**src/rtl/serial_adder_sub_if.sv**
```systemverilog
// serial_adder_sub_if: start/busy/done handshake and operand/result bus of the serial adder
interface serial_adder_sub_if #(parameter int WIDTH = 8);
  logic start;
  logic cin;
  logic sub;
  logic [WIDTH-1:0] a;
  logic [WIDTH-1:0] b;
  logic busy;
  logic done;
  logic cout;
  logic ovf;
  logic [WIDTH-1:0] sum;
  modport master (output start, cin, sub, a, b, input busy, done, cout, ovf, sum);
  modport slave (input start, cin, sub, a, b, output busy, done, cout, ovf, sum);
endinterface

```
**src/rtl/serial_adder_sub.sv**
```systemverilog
// serial_adder_sub: LSB-first multi-cycle add/subtract, BITS_PER_CYCLE full-adder cells per cycle
module serial_adder_sub #(
  parameter int WIDTH = 8,
  parameter int BITS_PER_CYCLE = 1
) (
  input logic clk,
  input logic rst,
  serial_adder_sub_if.slave bus
);
  localparam int K = BITS_PER_CYCLE;
  localparam int STEPS = WIDTH / K;
  localparam int CW = $clog2(STEPS + 1);
  localparam logic [1:0] IDLE = 2'd0;
  localparam logic [1:0] RUN = 2'd1;
  localparam logic [1:0] DONE = 2'd2;
  logic [1:0] state;
  logic [CW-1:0] cnt;
  logic [WIDTH-1:0] a_r, b_r, part, part_n;
  logic c_r, cy, c_msb, accept, last;
  logic [K-1:0] s;
  assign accept = bus.start && state != RUN;
  assign last = cnt == CW'(STEPS - 1);
  assign bus.busy = state == RUN;
  assign bus.done = state == DONE;
  // c_msb ends up as the carry into the top cell, which on the last step is bit WIDTH-1
  always_comb begin
    cy = c_r;
    c_msb = c_r;
    s = '0;
    for (int i = 0; i < K; i++) begin
      c_msb = cy;
      s[i] = a_r[i] ^ b_r[i] ^ cy;
      cy = (a_r[i] & b_r[i]) | (cy & (a_r[i] ^ b_r[i]));
    end
    part_n = WIDTH'({s, part} >> K);
  end
  always_ff @(posedge clk or posedge rst) begin
    if (rst) begin
      state <= IDLE;
      cnt <= '0;
      a_r <= '0;
      b_r <= '0;
      c_r <= 1'b0;
      part <= '0;
      bus.sum <= '0;
      bus.cout <= 1'b0;
      bus.ovf <= 1'b0;
    end else if (accept) begin
      state <= RUN;
      cnt <= '0;
      a_r <= bus.a;
      b_r <= bus.sub ? ~bus.b : bus.b;
      c_r <= bus.sub ^ bus.cin;
    end else if (state == RUN) begin
      a_r <= a_r >> K;
      b_r <= b_r >> K;
      c_r <= cy;
      part <= part_n;
      cnt <= cnt + 1'b1;
      if (last) begin
        state <= DONE;
        bus.sum <= part_n;
        bus.cout <= cy;
        bus.ovf <= c_msb ^ cy;
      end
    end else begin
      state <= IDLE;
    end
  end
endmodule
```
**src/flat_wrapper.sv**
```systemverilog
// flat-port wrapper written by rule: the top's interface ports become plain ports
module serial_adder_sub_flat 
#(
  parameter int WIDTH = 8,
  parameter int BITS_PER_CYCLE = 1
)
  (clk, rst, bus_start, bus_cin, bus_sub, bus_a, bus_b, bus_busy, bus_done, bus_cout, bus_ovf, bus_sum);
  serial_adder_sub_if #(.WIDTH(WIDTH)) bus_i ();
  input logic clk;
  input logic rst;
  input wire logic [$bits(bus_i.start)-1:0] bus_start;
  input wire logic [$bits(bus_i.cin)-1:0] bus_cin;
  input wire logic [$bits(bus_i.sub)-1:0] bus_sub;
  input wire logic [$bits(bus_i.a)-1:0] bus_a;
  input wire logic [$bits(bus_i.b)-1:0] bus_b;
  output wire logic [$bits(bus_i.busy)-1:0] bus_busy;
  output wire logic [$bits(bus_i.done)-1:0] bus_done;
  output wire logic [$bits(bus_i.cout)-1:0] bus_cout;
  output wire logic [$bits(bus_i.ovf)-1:0] bus_ovf;
  output wire logic [$bits(bus_i.sum)-1:0] bus_sum;
  assign bus_i.start = bus_start;
  assign bus_i.cin = bus_cin;
  assign bus_i.sub = bus_sub;
  assign bus_i.a = bus_a;
  assign bus_i.b = bus_b;
  assign bus_busy = bus_i.busy;
  assign bus_done = bus_i.done;
  assign bus_cout = bus_i.cout;
  assign bus_ovf = bus_i.ovf;
  assign bus_sum = bus_i.sum;
  serial_adder_sub #(.WIDTH(WIDTH), .BITS_PER_CYCLE(BITS_PER_CYCLE)) u_core (.clk(clk), .rst(rst), .bus(bus_i));
endmodule
```
**config.mk**
```make
export PLATFORM = sky130hd
export DESIGN_NAME = serial_adder_sub_flat
export DESIGN_NICKNAME = d
export VERILOG_FILES = /design/src/rtl/serial_adder_sub_if.sv /design/src/rtl/serial_adder_sub.sv /design/src/flat_wrapper.sv
export SDC_FILE = /design/constraint.sdc
export NUM_CORES = 1
export LEC_CHECK = 0
export ABC_AREA = 1
export BUFFER_PORTS_ARGS = -buffer_cell sky130_fd_sc_hd__buf_2
export CAP_MARGIN = 15
export CORE_MARGIN = 2
export CORE_UTILIZATION = 58
export DETAILED_ROUTE_END_ITERATION = 12
export GPL_TIMING_DRIVEN = 0
export PLACE_DENSITY = 0.94
export SLEW_MARGIN = 30
export SYNTH_ARGS = -nofsm -noshare
export SYNTH_HDL_FRONTEND = slang
export SYNTH_SLANG_ARGS = --single-unit
```
**constraint.sdc**
```tcl
create_clock -name clk -period 3.8 [get_ports clk]
set_clock_uncertainty 0.2 [all_clocks]
set_input_delay 0.57 -clock clk [delete_from_list [all_inputs] [get_ports clk]]
set_output_delay 0.57 -clock clk [all_outputs]
set_load 0.005 [all_outputs]
```
# After elaboration in Yosys (flattened, before gate mapping)
# Cells that the tools add are included.
# word_totals
output_inout_bits	12
reg_bits	41
# op_classes
reduce_logical	4
n_mux	12
n_bitwise	9
add_sub_neg	1
eq_ne	5
# op_table
cell	n
$mux 8	5
$mux 4	2
$not 8->8	1
$mux 2	3
$add 4x1->4 const B	1
$eq 4x3->1 const B	1
$xor 1x1->1	4
$ne 3x1->1 const B	1
$reduce_and 3->1	1
$and 1x1->1	2
$eq 2x1->1 const B	1
$eq 2x2->1 const B	1
$mux 1	2
$ne 2x1->1 const B	1
$reduce_and 2->1	1
$reduce_bool 2->1	1
$logic_and 1x1->1	1
$not 1->1	1
$or 1x1->1	1

# Depth between registers and ports, before layout
# Gate-level depths: netlist (run 1).
# logic_depth
depth_word	5
depth_mapped	7

# Least setup slack after synthesis (run 1)
# Ideal clock, no wire load.
# synth_timing
path_kind	reg-to-output
start	reg u_core.state[0]
end	out bus_busy
arrival_time_ns	0.789
path_stages_with_launch	4
required_time_ns	3.030
n_path_buf	1
slack_ns	2.241
cell_sequence	dfrtp_1 -> inv_2 -> nor2_4 -> buf_2
# synth_between
elab_chain_cells	1
# synth_rtl
item	line	text
start, declared	serial_adder_sub.sv:16	logic [1:0] state;
start signal, assigned	serial_adder_sub.sv:39	state <= IDLE;
start signal, assigned	serial_adder_sub.sv:49	state <= RUN;
start signal, assigned	serial_adder_sub.sv:61	state <= DONE;
$eq 2x1->1	serial_adder_sub.sv:23	assign bus.busy = state == RUN;
end, declared	flat_wrapper.sv:16	output wire logic [$bits(bus_i.busy)-1:0] bus_busy;
# Every way passes these cells.

# Final worst setup path (run 1)
# Same ends and word-level chain as after synthesis.

==> flow_summary.json, run 1 <==
{
  "crit_top_cell": "buf_2",
  "postCtsHoldBufs": 0,
  "rows": 20,
  "finalSetupViolCount": 0,
  "arrival_ns": 1.43,
  "syn-cell-area_mm2": 0.00178,
  "postSynthAreaPerCell_um2": 8.54,
  "crit_path_start_kind": "flip-flop",
  "start_util_pct": 59.7,
  "cts_resized": 0,
  "ys_top_cells_by_count": "nand2_1, dfrtp_1, nand3_1, xor2_1, inv_1",
  "dr.first_iter.drc_count": 39,
  "holdWs_ns": 0.0122,
  "slowest_stage": "dfrtp_1",
  "wl_met3_um": 169,
  "yosysTopAreaCell": "dfrtp_1",
  "final_cells": 281,
  "path_clk_slew_ns": 0.11,
  "p_leak_nw": 1.16,
  "numCtsBuffers": 5,
  "ys.flop_type": "dfrtp_1",
  "cts_root_buf": "clkbuf_4",
  "tightest_slew_ns": 0.458,
  "cts.sinks": 40,
  "ir_worst_vdd_uv": 341,
  "synth.most_common_cell": "nand2_1",
  "dp_cells": 273,
  "netSwitchingFraction_pct": 39.6,
  "hold_class": "in2async",
  "finalMaxSlewViolations": 0,
  "io_buffers": 31,
  "cap_viol_max_count": 0,
  "power_frac_comb_pct": 38.3,
  "synth_cells": 208,
  "period_share_pct": 58.0,
  "p_seq_share_pct": 47.4,
  "drt-met1-wl_um": 1370,
  "yosysTopAreaCellShare_pct": 56.3,
  "ys_ff_latch": 40,
  "design.portCount": 33,
  "cts_tree": "built",
  "yosysWarningCount": 0,
  "top_layer": "met4",
  "internal-power_mw": 0.930,
  "core_mm2": 0.00298,
  "wl_per_cell_um": 11.9,
  "grt_max_degree": 22,
  "path_buf_inv": 3,
  "fmax_ghz": 0.454,
  "insertion_delay_ns": 0.35,
  "dp_hpwl_um": 2440,
  "rsz0062_at_grt": "false",
  "drc_errors": 0,
  "viasPerCell": 5.25,
  "grt_pass1_vias": 1363,
  "postCtsSetupBuffers": 0,
  "fillers": 252,
  "ys_types": 19,
  "drt_pre_antenna_iters": 4,
  "die_h_um": 59.3,
  "syn2layout_area_growth_pct": 16.1,
  "path_class": "reg2out",
  "wl_met2_um": 1720,
  "final_antenna_net_count": 0,
  "synth_edf_count": 0,
  "place.gp.congestion": 0.790,
  "drive_gt1_share_pct": 22.2,
  "clockBufferDepth": 2,
  "p_sw_mw": 0.611,
  "worst_ep_required_time_ns": 3.03,
  "grt_usage_pct": 22.5,
  "setup-tns-final_ns": 0,
  "die-width_um": 59.3,
  "grt.overflow.total": 0,
  "wirelength_um": 3350,
  "synth_nets": 231,
  "critical-path-top-delay-family": "buffers and inverters",
  "vias": 1474,
  "synthTopCellsByArea": "dfrtp_1, nand2_1, nand3_1",
  "diodes": 0,
  "nets": 270,
  "antenna_found_initial": 0,
  "path_max_fanout": 10,
  "synthArstFlopShare_pct": 100,
  "fin_crit_ns": 2.20,
  "status": "finished clean",
  "clkPwrFrac_pct": 14.4,
  "slew_headroom_pct": 69.4,
  "worstPathCellList": "inv_2, nor2_4, buf_2, buf_2",
  "grt_pass1_wl_um": 5740,
  "ys_seq_area_share_pct": 56.3,
  "finalHoldViolations": 0,
  "htree_levels": 2,
  "slowest_delay_ns": 0.42,
  "powerDensity_mw_per_mm2": 747,
  "dieArea_mm2": 0.00352,
  "fin_util_pct": 69.2,
  "critPathCaptureType": "primary output"
}
## final timing paths
check / from / endpoint / slack (ns) / cells past startpoint
max in group asynchronous: rst / u_core.b_r[6] / 2.94 / 3
min in group clk: bus_a[7] / u_core.a_r[7] / 0.21 / 3
min reg2reg: u_core.bus.sum[1] / u_core.bus.sum[1] / 0.27 / 2
min: rst / u_core.part[4] / 0.01 / 2
max: u_core.state[0] / bus_busy / 1.60 / 4
max reg2reg: u_core.c_msb / u_core.bus.ovf / 2.24 / 6
## per-layer routing
metal / track usage [%] / vias to the layer above
met5: 0 / -
met4: 8.77 / 0
met3: 6.77 / 11
met2: 38.8 / 48
met1: 26.2 / 690
li1: - / 725
## area by class of cell
type	count	area [um2]	area share (%)
flip-flops and latches	40	1000	48.5
inverters	10	37.5	1.82
repair buffers	32	183	8.86
plain buffers	9	50.0	2.43
clock buffers	6	51.3	2.49
clock inverters	2	10.0	0.485
well taps	33	41.3	2.00
multi-input cells	149	688	33.4
## kinds of logic (layout without fill, tap and decap cells)
family                   Yosys count  in the layout  synth area share, %
AND/OR/NAND/NOR                  133            133                 31.1
flip-flops                        40             40                 56.3
buffers and inverters             19             59                 4.93
XOR/XNOR                           9              9                 4.44
AO/OA/AOI/OAI                      5              5                 1.41
adder cells (fa/ha/maj)            2              2                 1.83
## power by group through the flow
stage / sequential (mW) / clock (mW) / combinational [mW]
after global placement: 0.724 / 0 / 0.564
after floorplan: 0.718 / 0 / 0.419
after detailed placement: 0.736 / 0 / 0.597
after CTS: 0.730 / 0.229 / 0.598
after global routing: 0.754 / 0.248 / 0.681
final: 0.730 / 0.222 / 0.590
## cells in the final DEF (no fill, tap or decap)
cell type,synthesis,routed
o21ai_0,4,4
inv_1,7,6
nand2_2,2,2
clkinv_2,0,2
nor2_4,1,1
dfrtp_1,40,40
nand2_1,94,94
fa_1,1,1
clkbuf_2,1,1
buf_16,0,1
clkbuf_4,0,5
xor2_1,8,8
buf_6,1,1
nand3_1,28,28
clkbuf_1,1,1
nand4_1,2,2
inv_2,3,4
clkbuf_8,0,1
a21oi_1,1,1
xnor2_1,1,1
nor2_1,6,6
buf_2,6,37
ha_1,1,1
## stage by stage
stage | total power, mW | setup WS (ns) | area (um2)
finish | 1.54 | 1.60 | 2060
global placement | 1.29 | 1.68 | 1970
global route | 1.68 | 1.49 | 2060
floorplan | 1.14 | 2.11 | 1780
detailed placement | 1.33 | 1.97 | 2000
CTS | 1.56 | 1.57 | 2060
## worst register-to-register path, cell delays in order, from the launching register on
cell and delay [ns]:
dfrtp_1 0.44, fa_1 0.51, nand2_1 0.09, inv_1 0.04
nor2_1 0.07, nand3_1 0.08, nand2_1 0.09
## sequential cells by signal, summed over array words and instances, names as in the netlist
signal / count
u_core.c_msb: 1
u_core.cnt: 4
u_core.bus.sum: 8
u_core.bus.ovf: 1
u_core.part: 7
u_core.bus.cout: 1
u_core.a_r: 8
u_core.state: 2
u_core.b_r: 8
No activity file was read; power rests on OpenSTA's default activity.
==> inputs of run 2 (changes only) <==
--- a/config.mk
+++ b/config.mk
@@ -9,10 +9,10 @@
 export BUFFER_PORTS_ARGS = -buffer_cell sky130_fd_sc_hd__buf_2
 export CAP_MARGIN = 15
 export CORE_MARGIN = 2
-export CORE_UTILIZATION = 58
+export CORE_UTILIZATION = 54
 export DETAILED_ROUTE_END_ITERATION = 12
 export GPL_TIMING_DRIVEN = 0
-export PLACE_DENSITY = 0.94
+export PLACE_DENSITY = 0.89
 export SLEW_MARGIN = 30
 export SYNTH_ARGS = -nofsm -noshare
 export SYNTH_HDL_FRONTEND = slang
==> constraint.sdc (replaced) <==
create_clock -name clk -period 2.3 [get_ports clk]
set_clock_uncertainty 0.2 [all_clocks]
set_input_delay 0.345 -clock clk [delete_from_list [all_inputs] [get_ports clk]]
set_output_delay 0.345 -clock clk [all_outputs]
set_load 0.005 [all_outputs]
==> run 2 against run 1 <==
Effect of this change:
- non-clock buffer count up 6
- count of clock-buffer cells in the layout increased by 2
- worst hold slack worse by 0.00069 ns
- sequential power increased by 64%
- die area rose by 6.9%
- register-to-register slack got worse by 1.5 ns
- via count fell by 0.95%
- global-route usage down 2.0 points
- critical path depth did not move
- final area increased by 3.1%
- core utilization decreased by 0.74 points
- critical endpoint unchanged
- largest power group unchanged
==> flow_summary.json, run 2 (synthesis results as in run 1) <==
{
  "status": "finished clean",
  "grt_pass1_wl_um": 5660,
  "dp_hpwl_um": 2310,
  "drt_pre_antenna_iters": 4,
  "reg_top3": "u_core.a_r: 8 flops, u_core.b_r: 8 flops, u_core.bus.sum: 8 flops",
  "htree_levels": 2,
  "finalMaxSlewViolations": 0,
  "arrival_ns": 1.43,
  "io_buffers": 31,
  "crit_top_cell": "buf_2",
  "clockBufferDepth": 2,
  "slew_headroom_pct": 71.5,
  "hold_class": "in2reg",
  "fmax_ghz": 0.507,
  "design.portCount": 33,
  "cts_resized": 0,
  "whs_path_depth": 3,
  "worstPathCellList": "inv_2, nor2_4, buf_2, buf_2",
  "grt_max_degree": 32,
  "cts.sinks": 40,
  "antenna_found_initial": 0,
  "numCtsBuffers": 5,
  "r2r_cells": 6,
  "path_class": "reg2out",
  "diodes": 0,
  "postCtsSetupBuffers": 0,
  "fin_util_pct": 68.5,
  "nets": 276,
  "grt_pass1_vias": 1349,
  "dr.first_iter.drc_count": 41,
  "wl_per_cell_um": 10.9,
  "viasPerCell": 4.90,
  "grt.overflow.total": 0,
  "final_cell_mix": "nand2_1, dfrtp_1, buf_2",
  "path_clk_slew_ns": 0.11,
  "die_h_um": 61.4,
  "critPathCaptureType": "primary output",
  "tightest_slew_ns": 0.427,
  "rsz0062_at_grt": "false",
  "drive_gt1_share_pct": 20.9,
  "powerDensity_mw_per_mm2": 1190,
  "final_antenna_net_count": 0,
  "p_leak_nw": 1.17,
  "wirelength_um": 3260,
  "worst_slack_ns": 0.328,
  "syn2layout_area_growth_pct": 19.6,
  "setup-tns-final_ns": 0,
  "slowest_stage": "dfrtp_1",
  "die-width_um": 61.4,
  "finalSetupViolCount": 0,
  "crit_path_start_kind": "flip-flop",
  "ir_worst_vdd_uv": 491,
  "cap_viol_max_count": 0,
  "grt_usage_pct": 20.6,
  "place.gp.congestion": 0.789,
  "drc_errors": 0,
  "vias": 1460,
  "period_share_pct": 85.8,
  "insertion_delay_ns": 0.34,
  "dieArea_mm2": 0.00377,
  "cts_tree": "built",
  "rows": 20,
  "place_ws_ns": 0.701,
  "finalHoldViolations": 0,
  "path_max_fanout": 10,
  "placed_area_mm2": 0.00201,
  "final_common_cell": "nand2_1",
  "fin_area_mm2": 0.00213,
  "worst_ep_required_time_ns": 1.75,
  "fin_crit_ns": 1.97,
  "core_mm2": 0.00310,
  "final_cells": 298,
  "cts_root_buf": "clkbuf_4",
  "fillers": 304,
  "slowest_delay_ns": 0.43,
  "dp_cells": 284,
  "start_util_pct": 57.3
}
run 2: cell types whose count changed in the layout (fill, tap and decap cells not counted), sizes merged:
cell	change
clkinv	-2
clkbuf	+2
dlygate4sd3	+6
run 2: routing by layer:
metal | part of all wire (%) | vias up | wire, um | global-route usage, %
met5 | 0 | - | 0 | 0
met4 | 1.4 | 0 | 46 | 6.38
met3 | 6.3 | 6 | 204 | 5.25
met2 | 48 | 50 | 1560 | 35.0
met1 | 44 | 658 | 1440 | 26.0
li1 | - | 746 | - | -
run 2: worst paths after layout:
check | slack, ns | end | start
worst max-delay path | 0.33 | bus_busy | u_core.state[0]
worst min-delay path | 0.01 | u_core.a_r[1] | bus_a[1]
worst max register to register | 0.73 | u_core.bus.ovf | u_core.c_msb
worst min register to register | 0.28 | u_core.bus.cout | u_core.bus.cout
max in group asynchronous | 1.24 | u_core.part[3] | rst
min in group asynchronous | 0.24 | u_core.bus.sum[7] | rst
run 2: critical path, delay by kind of cell (launching register included):
family,cells,cell delay [ns]
flip-flops,1,0.43
AND/OR/NAND/NOR,1,0.20
buffers and inverters,3,0.46
run 2: report_power, final:
| group | internal [mW] | leakage [nW] | switching (mW) |
|---|---|---|---|
| Sequential | 1.01 | 0.516 | 0.189 |
| Clock | 0.151 | 0.0326 | 0.216 |
| Combinational | 0.388 | 0.625 | 0.578 |
| Total | 1.55 | 1.17 | 0.983 |
run 2: final cells by class:
cell class | count | area [um2] | share of cell area [%]
Buffer | 9 | 50.0 | 2.35
Clock buffer | 8 | 58.8 | 2.77
Inverter | 10 | 37.5 | 1.77
Multi-Input combinational cell | 149 | 688 | 32.4
Sequential cell | 40 | 1000 | 47.1
Tap cell | 44 | 55.1 | 2.59
Timing Repair Buffer | 38 | 235 | 11.1
run 2: timing repair:
| item | CTS | global route |
|---|---|---|
| endpoints found under the setup margin | 0 | 0 |
| hold endpoints to repair | 45 | 0 |
| hold buffers | 6 | 0 |
run 2: stage by stage:
step / hold WS [ns] / total power, mW
floorplan: 0.249 / 1.88
global placement: 0.248 / 2.13
detailed placement: 0.0721 / 2.18
CTS: 0.00152 / 2.55
global route: 0.0290 / 2.79
finish: 0.0115 / 2.53
==> inputs of run 3 (changes only) <==
==> constraint.sdc (replaced) <==
create_clock -name clk -period 2.3 [get_ports clk]
set_clock_uncertainty 0.2 [all_clocks]
set_input_delay 0.46 -clock clk [delete_from_list [all_inputs] [get_ports clk]]
set_output_delay 0.46 -clock clk [all_outputs]
set_load 0.005 [all_outputs]
==> run 3 against run 2 <==
Effect of this change:
- first-iteration DRC count increased by 4.9%
- clock power is essentially flat
- worst hold slack gained 0.098 ns
- highest routed layer unchanged
- setup slack lost 0.11 ns
- sequential power about the same
- flip-flop and latch count did not move
- non-clock buffer count fell by 5
- routed wire length decreased by 3.6%
- cell count down 1.7%
- global-route usage shrank 0.71 points
==> flow_summary.json, run 3 (synthesis results as in run 1) <==
{
  "status": "finished clean",
  "p_leak_nw": 1.15,
  "grt_max_degree": 32,
  "final_common_cell": "nand2_1",
  "insertion_delay_ns": 0.34,
  "syn2layout_area_growth_pct": 16.8,
  "path_max_fanout": 10,
  "finalSetupViolCount": 0,
  "clockBufferDepth": 2,
  "powerDensity_mw_per_mm2": 1220,
  "wirelength_um": 3140,
  "place.gp.congestion": 0.789,
  "die_h_um": 61.4,
  "cts_resized": 0,
  "numCtsBuffers": 5,
  "die-width_um": 61.4,
  "hold_class": "in2reg",
  "final_cells": 293,
  "ir_worst_vdd_uv": 478,
  "path_clk_slew_ns": 0.11,
  "critPathCaptureType": "primary output",
  "fin_area_mm2": 0.00208,
  "core_mm2": 0.00310,
  "grt_pass1_wl_um": 5490,
  "vias": 1416,
  "multi_input_area_um2": 688,
  "worst_ep_required_time_ns": 1.64,
  "rows": 20,
  "drc_errors": 0,
  "cts.sinks": 40,
  "placed_area_mm2": 0.00201,
  "diodes": 0,
  "fmax_ghz": 0.480,
  "path_class": "reg2out",
  "wl_per_cell_um": 10.7,
  "grt_usage_pct": 19.8,
  "grt_pass1_vias": 1310,
  "rsz0062_at_grt": "false",
  "postCtsSetupBuffers": 0,
  "dr.first_iter.drc_count": 43,
  "finalHoldViolations": 0,
  "worst_slack_ns": 0.215,
  "cts_tree": "built",
  "antenna_found_initial": 0,
  "dp_hpwl_um": 2310,
  "tightest_slew_ns": 0.434,
  "drive_gt1_share_pct": 21.3,
  "cts_root_buf": "clkbuf_4",
  "postCtsHoldBufs": 1,
  "place_ws_ns": 0.586,
  "htree_levels": 2,
  "drt_pre_antenna_iters": 4,
  "final_antenna_net_count": 0,
  "final_cell_mix": "nand2_1, dfrtp_1, buf_2",
  "arrival_ns": 1.43,
  "setup-tns-final_ns": 0,
  "dieArea_mm2": 0.00377,
  "fin_crit_ns": 2.09,
  "whs_path_depth": 3,
  "r2r_cells": 6,
  "slew_headroom_pct": 71.1,
  "io_buffers": 31,
  "viasPerCell": 4.83,
  "crit_path_start_kind": "flip-flop",
  "design.portCount": 33,
  "cap_viol_max_count": 0,
  "nets": 271,
  "period_share_pct": 90.7,
  "reg_top3": "u_core.a_r: 8 flops, u_core.b_r: 8 flops, u_core.bus.sum: 8 flops",
  "fillers": 306,
  "dp_cells": 284,
  "area.sequential_mm2": 0.00100,
  "finalMaxSlewViolations": 0,
  "grt.overflow.total": 0,
  "start_util_pct": 57.3
}
## run 3: changes by cell type in the layout (fill, tap and decap cells not counted)
cell           previous run  this run
dlygate4sd3_1             6         1
## run 3: area by class of cell
class                           count  share of cell area (%)
Clock buffer                        8                    2.83
Sequential cell                    40                    48.2
Inverter                           10                    1.81
Buffer                              9                    2.41
Multi-Input combinational cell    149                    33.2
Timing Repair Buffer               33                    8.92
Tap cell                           44                    2.65
## run 3: path summary, 6_finish.rpt
path | from | to | slack [ns]
worst min register to register | u_core.bus.sum[6] | u_core.bus.sum[6] | 0.28
worst min-delay path | bus_a[7] | u_core.a_r[7] | 0.11
max in group asynchronous | rst | u_core.part[3] | 1.13
worst max register to register | u_core.c_msb | u_core.bus.ovf | 0.73
min in group asynchronous | rst | u_core.bus.sum[7] | 0.36
worst max-delay path | u_core.state[0] | bus_busy | 0.21
## run 3: critical path, stage by stage (launching register included)
cell and delay [ns]:
dfrtp_1 0.43, inv_2 0.06, nor2_4 0.20, buf_2 0.25, buf_2 0.14
## run 3: through the flow
step	power [mW]	hold slack (ns)	utilization, %
finish	2.52	0.109	66.9
global route	2.78	0.107	66.9
CTS	2.55	0.0971	66.9
detailed placement	2.18	0.187	64.7
global placement	2.13	0.248	64.0
floorplan	1.88	0.249	-
## run 3: power breakdown
part           switching, mW  total [mW]  internal [mW]
combinational          0.577       0.959          0.383
clock                  0.215       0.366          0.151
sequential             0.188        1.20           1.01
total                  0.980        2.52           1.54
## run 3: metal layers
layer,GRT usage (%),vias to the layer above,wire length [um]
li1,-,736,-
met1,25.7,637,1460
met2,33.0,37,1460
met3,5.04,6,181
met4,6.38,0,46
met5,0,-,0
